--- src/rtl/audio_ram_pkg.sv ---
// Shared constants and types for the audio RAM arbiter and its read-return pipeline.
package audio_ram_pkg;
    localparam int ADDR_W = 12;
    localparam int DATA_W = 256;
    localparam int BE_W   = 32;
    localparam int DEPTH  = 4000;

    typedef enum logic {
        REQ_CPU = 1'b0,
        REQ_DMA = 1'b1
    } req_id_t;

    typedef struct packed {
        logic    valid;
        req_id_t id;
        logic    oor;
    } rd_tag_t;
endpackage

--- src/rtl/audio_ram_rd_pipe.sv ---
// Two-stage read-return pipeline: tags follow the RAM access, stage 2 captures the
// RAM output into the tagged requester's read-data register.
module audio_ram_rd_pipe
    import audio_ram_pkg::*;
#(
    parameter int DATA_W = audio_ram_pkg::DATA_W
) (
    input  logic              clk,
    input  logic              reset,
    input  rd_tag_t           issue_tag,
    input  logic [DATA_W-1:0] ram_readdata,
    output logic [DATA_W-1:0] m0_readdata,
    output logic              m0_readdatavalid,
    output logic [DATA_W-1:0] m1_readdata,
    output logic              m1_readdatavalid
);
    rd_tag_t           tag_q;
    logic              rdv0_q, rdv1_q;
    logic [DATA_W-1:0] rd0_q, rd1_q;
    logic              ret0, ret1;
    logic [DATA_W-1:0] ret_data;

    assign ret0     = tag_q.valid && (tag_q.id == REQ_CPU);
    assign ret1     = tag_q.valid && (tag_q.id == REQ_DMA);
    assign ret_data = tag_q.oor ? '0 : ram_readdata;

    always_ff @(posedge clk) begin
        if (reset) begin
            tag_q  <= '0;
            rdv0_q <= 1'b0;
            rdv1_q <= 1'b0;
            rd0_q  <= '0;
            rd1_q  <= '0;
        end else begin
            tag_q  <= issue_tag;
            rdv0_q <= ret0;
            rdv1_q <= ret1;
            if (ret0) rd0_q <= ret_data;
            if (ret1) rd1_q <= ret_data;
        end
    end

    // Outputs read as idle for the whole reset cycle, not only after the edge.
    assign m0_readdatavalid = rdv0_q & ~reset;
    assign m1_readdatavalid = rdv1_q & ~reset;
    assign m0_readdata      = reset ? '0 : rd0_q;
    assign m1_readdata      = reset ? '0 : rd1_q;
endmodule

--- src/rtl/audio_ram_arbiter.sv ---
// Round-robin arbiter sharing the single-port audio RAM between the Nios data path
// (requester 0) and the sample DMA (requester 1), with range checking.
module audio_ram_arbiter
    import audio_ram_pkg::*;
#(
    parameter int ADDR_W = audio_ram_pkg::ADDR_W,
    parameter int DATA_W = audio_ram_pkg::DATA_W,
    parameter int BE_W   = audio_ram_pkg::BE_W,
    parameter int DEPTH  = audio_ram_pkg::DEPTH
) (
    input  logic              clk,
    input  logic              reset,
    input  logic [ADDR_W-1:0] m0_address,
    input  logic [BE_W-1:0]   m0_byteenable,
    input  logic              m0_read,
    input  logic              m0_write,
    input  logic [DATA_W-1:0] m0_writedata,
    output logic              m0_waitrequest,
    output logic [DATA_W-1:0] m0_readdata,
    output logic              m0_readdatavalid,
    input  logic [ADDR_W-1:0] m1_address,
    input  logic [BE_W-1:0]   m1_byteenable,
    input  logic              m1_read,
    input  logic              m1_write,
    input  logic [DATA_W-1:0] m1_writedata,
    output logic              m1_waitrequest,
    output logic [DATA_W-1:0] m1_readdata,
    output logic              m1_readdatavalid,
    output logic [ADDR_W-1:0] ram_address,
    output logic [BE_W-1:0]   ram_byteenable,
    output logic [DATA_W-1:0] ram_writedata,
    output logic              ram_chipselect,
    output logic              ram_write,
    output logic              ram_debugaccess,
    output logic              ram_clken,
    input  logic [DATA_W-1:0] ram_readdata,
    output logic              err_oor,
    output logic              err_rw
);
    localparam logic [ADDR_W:0] DEPTH_LIM = (ADDR_W + 1)'(DEPTH);

    logic    ready_q, active;
    logic    req0, req1, grant, gnt_read, gnt_write, gnt_oor, wr_en;
    req_id_t last_grant, gnt_id;
    rd_tag_t issue_tag;

    // ready_q holds the port idle for one extra cycle after reset is released.
    always_ff @(posedge clk) begin
        if (reset) begin
            ready_q    <= 1'b0;
            last_grant <= REQ_DMA;
            err_oor    <= 1'b0;
            err_rw     <= 1'b0;
        end else begin
            ready_q <= 1'b1;
            err_oor <= grant & gnt_oor;
            err_rw  <= grant & gnt_read & gnt_write;
            if (grant) last_grant <= gnt_id;
        end
    end

    always_comb begin
        active = ready_q & ~reset;
        req0   = m0_read | m0_write;
        req1   = m1_read | m1_write;
        grant  = active & (req0 | req1);
        gnt_id = REQ_CPU;
        if (req0 && req1)
            gnt_id = (last_grant == REQ_CPU) ? REQ_DMA : REQ_CPU;
        else if (req1)
            gnt_id = REQ_DMA;

        if (gnt_id == REQ_DMA) begin
            ram_address    = m1_address;
            ram_byteenable = m1_byteenable;
            ram_writedata  = m1_writedata;
            gnt_read       = m1_read;
            gnt_write      = m1_write;
        end else begin
            ram_address    = m0_address;
            ram_byteenable = m0_byteenable;
            ram_writedata  = m0_writedata;
            gnt_read       = m0_read;
            gnt_write      = m0_write;
        end
        gnt_oor = {1'b0, ram_address} >= DEPTH_LIM;

        // A combined read+write is a write; it issues no read tag.
        wr_en           = grant & gnt_write & ~gnt_oor;
        ram_chipselect  = wr_en;
        ram_write       = wr_en;
        ram_debugaccess = wr_en;
        ram_clken       = active;

        m0_waitrequest = ~active | (req0 & ~(grant & (gnt_id == REQ_CPU)));
        m1_waitrequest = ~active | (req1 & ~(grant & (gnt_id == REQ_DMA)));

        issue_tag.valid = grant & gnt_read & ~gnt_write;
        issue_tag.id    = gnt_id;
        issue_tag.oor   = gnt_oor;
    end

    audio_ram_rd_pipe #(.DATA_W(DATA_W)) u_rd_pipe (
        .clk              (clk),
        .reset            (reset),
        .issue_tag        (issue_tag),
        .ram_readdata     (ram_readdata),
        .m0_readdata      (m0_readdata),
        .m0_readdatavalid (m0_readdatavalid),
        .m1_readdata      (m1_readdata),
        .m1_readdatavalid (m1_readdatavalid)
    );
endmodule

--- config.mk ---
export PLATFORM = sky130hd
export DESIGN_NAME = audio_ram_arbiter
export DESIGN_NICKNAME = d
export VERILOG_FILES = /design/src/rtl/audio_ram_pkg.sv /design/src/rtl/audio_ram_rd_pipe.sv /design/src/rtl/audio_ram_arbiter.sv
export SDC_FILE = /design/constraint.sdc
export NUM_CORES = 1
export LEC_CHECK = 0
export ABC_AREA = 1
export CORE_AREA = 2 2 661 663
export CTS_CLUSTER_SIZE = 10
export DETAILED_ROUTE_END_ITERATION = 10
export DIE_AREA = 0 0 663 665
export DONT_BUFFER_PORTS = 1
export GPL_ROUTABILITY_DRIVEN = 0
export HOLD_SLACK_MARGIN = 0.08
export PLACE_DENSITY = 0.3
export SLEW_MARGIN = 15
export SYNTH_ARGS = -nofsm -noshare
export SYNTH_HDL_FRONTEND = slang
export SYNTH_SLANG_ARGS = --single-unit
--- constraint.sdc ---
create_clock -name clk -period 1.78 [get_ports clk]
set_input_delay 0.267 -clock clk [delete_from_list [all_inputs] [get_ports clk]]
set_output_delay 0.267 -clock clk [all_outputs]
set_load 0.05 [all_outputs]
==> out/metrics.sh <==
SEQUENTIAL_CELL_AREA_FRACTION_IN_THE_YOSYS_REPORT_PCT=37.49
GRT_PASS1_WL_MM=425.6
CP-END-KIND='output port'
MAX_CAP_VIOLS=0
DP.CELLS=10701
SYNTH.TOP_CELLS.BY_AREA='sky130_fd_sc_hd__dfxtp_1 37%, sky130_fd_sc_hd__inv_1 16%, sky130_fd_sc_hd__nand2_1 12%'
AREA_OVERHEAD_VS_SYNTH_PCT=105.9
DIE_SPAN_X_UM=663
POSTROUTEWIRELENGTH_MM=354.6
FILLERS=49960
CLOCK_PATH_BUFFERS=4
P_LEAK_nW=28.02
CTS-HOLD-FIX-BUFFERS=601
CLOCK-SKEW-FINAL_PS=94.31
CRITPATHBUFINV=4
VIAS_PER_CELL=3.182
PATH_DELAY_FAMILY='buffers and inverters'
NUMCTSBUFFERS=84
SYNTH-WARNING-COUNT=0
CLOCK_TREE_FROM_TRITONCTS='done'
POST_SYNTH_INST_COUNT=4297
POST_ROUTE_CELLS_DRIVE_ABOVE_1_SHARE_PCT=29.91
P_COMB_SHARE_PCT=35.5
SYNTH-SEQ-CELLS=521
DIEHEIGHT_UM=665
CLOCK_TREE.ROOT_CELL='sky130_fd_sc_hd__clkbuf_16'
POST_LAYOUT_MINIMUM_CYCLE_TIME_PS=2781
GRT_OVF=0
PLACEMENT.IO_BUFFERS=0
INITIAL_UTILIZATION_PCT=6.420
DRC=0
YOSYS.AREA.TOP_TYPE_SHARE_PCT=37.49
GROUTE.USAGE.OVERALL_PCT=15.30
POWER.SHARE.SWITCHING_PCT=38.17
SETUP_SLACK_PS=-1001
MAX_FREQ_MHz=359.6
CP_SLOWEST_CELL='sky130_fd_sc_hd__dfxtp_2'
P_CLK_SHARE_PCT=37.7
SYNTH_AREA_LEADER_CELL='sky130_fd_sc_hd__dfxtp_1'
DRTITER0DRC=3273
H-TREE-DEPTH=3
ROUTE.VIAS.TOTAL=36947
CP.ARRIVAL_PS=2510
ROWS=242
DIE_AREA_MM2=0.4409
PEAKVDDDROP_mV=0.7586
WORST_PIN_SLEW_PS=1812
P_SEQ_SHARE_PCT=26.8
FINAL_CORE_UTIL_PCT=13.22
MOST-COMMON-LAYOUT-CELLS='1191 x sky130_fd_sc_hd__inv_1, 642 x sky130_fd_sc_hd__nand2_1, 630 x sky130_fd_sc_hd__nor2_1'
HOLD_WS_PS=-250.4
CORE_MM2=0.4333
CLK_LATENCY_PS=820
CLKSINKCOUNT=521
CRITICAL_PATH.CELL_CHAIN='o21ai_4, nand2_8, buf_12, buf_16, buf_4, nand2_1, nand2_1, buf_12'
FAILING_CHECKS='hold timing, slew limit, setup timing'
GRT_START_MAX_NET_PINS=440
DESIGN_AREA_FINAL_MM2=0.05728
FRACTION_OF_THE_CYCLE_THE_FINAL_WORST_PATH_NEEDS_PCT=156.2
CP.REQUIRED_PS=1510
ANT_NETS=0
PLACEMENT.SETUP.WORST_SLACK_PS=-523.8
FINALSETUPVIOLATIONS=694
POST_SYNTH.CELL_AREA_AVG_UM2=6.474
FLOORPLAN.IO_PINS=1684
FINALNONFILLERCELLS=11610
HPWLAFTERDP_MM=301.1
RSZ0062_AT_GRT='true'
POWER.DENSITY_mW_PER_MM2=800.2
FINAL-HOLD-VIOLATION-COUNT=4
TIMING.MAX_SLEW.REL_SLACK_PCT=-20.78
POST_SYNTH_INSTANCE_AREA_MM2=0.02782
CRIT_PATH_START_KIND='flop'
DRV_SLEW=133
FIN_NETS=6548
POWER_REPORT.INTERNAL_TOTAL_mW=28.34
TIMING.SETUP.CRITICAL_PATH_CLASS='reg2out'
LAYOUT_COMMONEST_CELL='sky130_fd_sc_hd__inv_1'
NETSWITCHINGPOWER_mW=17.49
SYN_NETS=5159
POST_DP_CELL_AREA_MM2=0.04605
POST_SYNTH_NUM_CELL_TYPES=26
GRT_ANTENNA_BEFORE_REPAIR=314
CRIT_PATH_MAX_FANOUT=14
ROUTED_WIRE_LENGTH_PER_INSTANCE_UM=30.54
CLK_PIN_SLEW_WORST_PATHS_PS=60
DRT_PRE_ANTENNA_ITERS=6
GRT_PASS1_VIAS=32828
HOLDCRITPATHCLASS='in2reg'
OUTCOME='complete, but fails checks'
CRIT_PATH_MAX_INCR_DELAY_PS=350
cells in the mapped netlist (all sizes together):
cell / n
nand2: 906
nor2: 779
dfxtp: 521
a211oi: 1
clkbuf: 31
o211ai: 1
o21ai: 3
a21oi: 1
o22ai: 512
buf: 235
nor3: 2
inv: 1297
nand3: 5
nand3b: 3
worst paths after layout:
| kind | start | to | slack, ps | depth (start not counted) |
|---|---|---|---|---|
| setup reg to reg | last_grant | err_rw | 20 | 7 |
| hold / removal | m1_read | err_rw | -250 | 3 |
| setup / recovery | last_grant | ram_writedata[2] | -1000 | 8 |
| hold reg to reg | last_grant | last_grant | 500 | 2 |
power by group through the flow:
stage,Combinational (mW),Sequential [mW],Clock (mW)
floorplan,6.58,12.5,0
global placement,13.9,12.5,0
detailed placement,13.8,12.5,0
CTS,15.7,12.3,18.1
global route,16.5,12.3,18.4
finish,16.3,12.3,17.3
cell type report:
class | count | area (um2) | area share [%]
Clock inverter | 20 | 336.6 | 0.5876
Timing Repair Buffer | 1567 | 19250 | 33.61
Clock buffer | 121 | 2411 | 4.209
Timing Repair inverter | 2 | 31.28 | 0.05461
Antenna cell | 135 | 337.8 | 0.5898
Tap cell | 5734 | 7174 | 12.53
Multi-Input combinational cell | 2213 | 12400 | 21.65
Sequential cell | 521 | 10440 | 18.22
Inverter | 1297 | 4900 | 8.554
flip-flops by register name, indices dropped and copies added, names as in the netlist:
| register | flops |
|---|---|
| u_rd_pipe.rd0_q | 256 |
| u_rd_pipe.rd1_q | 256 |
| u_rd_pipe.tag_q | 3 |
| err_oor | 1 |
| err_rw | 1 |
| last_grant | 1 |
| ready_q | 1 |
| u_rd_pipe.rdv0_q | 1 |
| u_rd_pipe.rdv1_q | 1 |
kinds of logic (layout without fill, tap and decap cells):
family	count (synthesis)	in the layout	share of synthesized area, %
and+or+nand+nor	1695	1695	25.75
buffers and inverters	1563	3007	22.85
DFF	521	521	37.49
AOI/OAI and AO/OA	518	518	13.90
other	0	135	0
routing by layer:
layer | GRT usage, % | up-vias | wire length, um
li1 | - | 15532 | -
met1 | 16.90 | 17684 | 136100
met2 | 22.13 | 2744 | 144400
met3 | 12.67 | 801 | 61720
met4 | 3.018 | 186 | 9279
met5 | 3.646 | - | 3104
worst min-delay path: cells and delay by family:
family,cells,cell delay [ps]
AO/OA/AOI/OAI,1,80
AND/OR/NAND/NOR,1,60
buffers and inverters,1,110
repair_timing:
item | in CTS | in global routing
setup endpoints to repair | 767 | 791
resized for setup | 289 | 146
setup buffers | 15 | 3
hold endpoints to repair | 512 | 4
pin swaps | 17 | 18
gates cloned | 10 | 7
metrics by stage:
stage | setup TNS [ps] | power, mW
3_5_place_dp | -70150 | 26.37
2_1_floorplan | -267.4 | 19.07
6_report | -344590 | 45.83
3_3_place_gp | -72220 | 26.42
5_1_grt | -333140 | 47.23
4_1_cts | -318740 | 46.03
(Power assumes the default switching activity.)
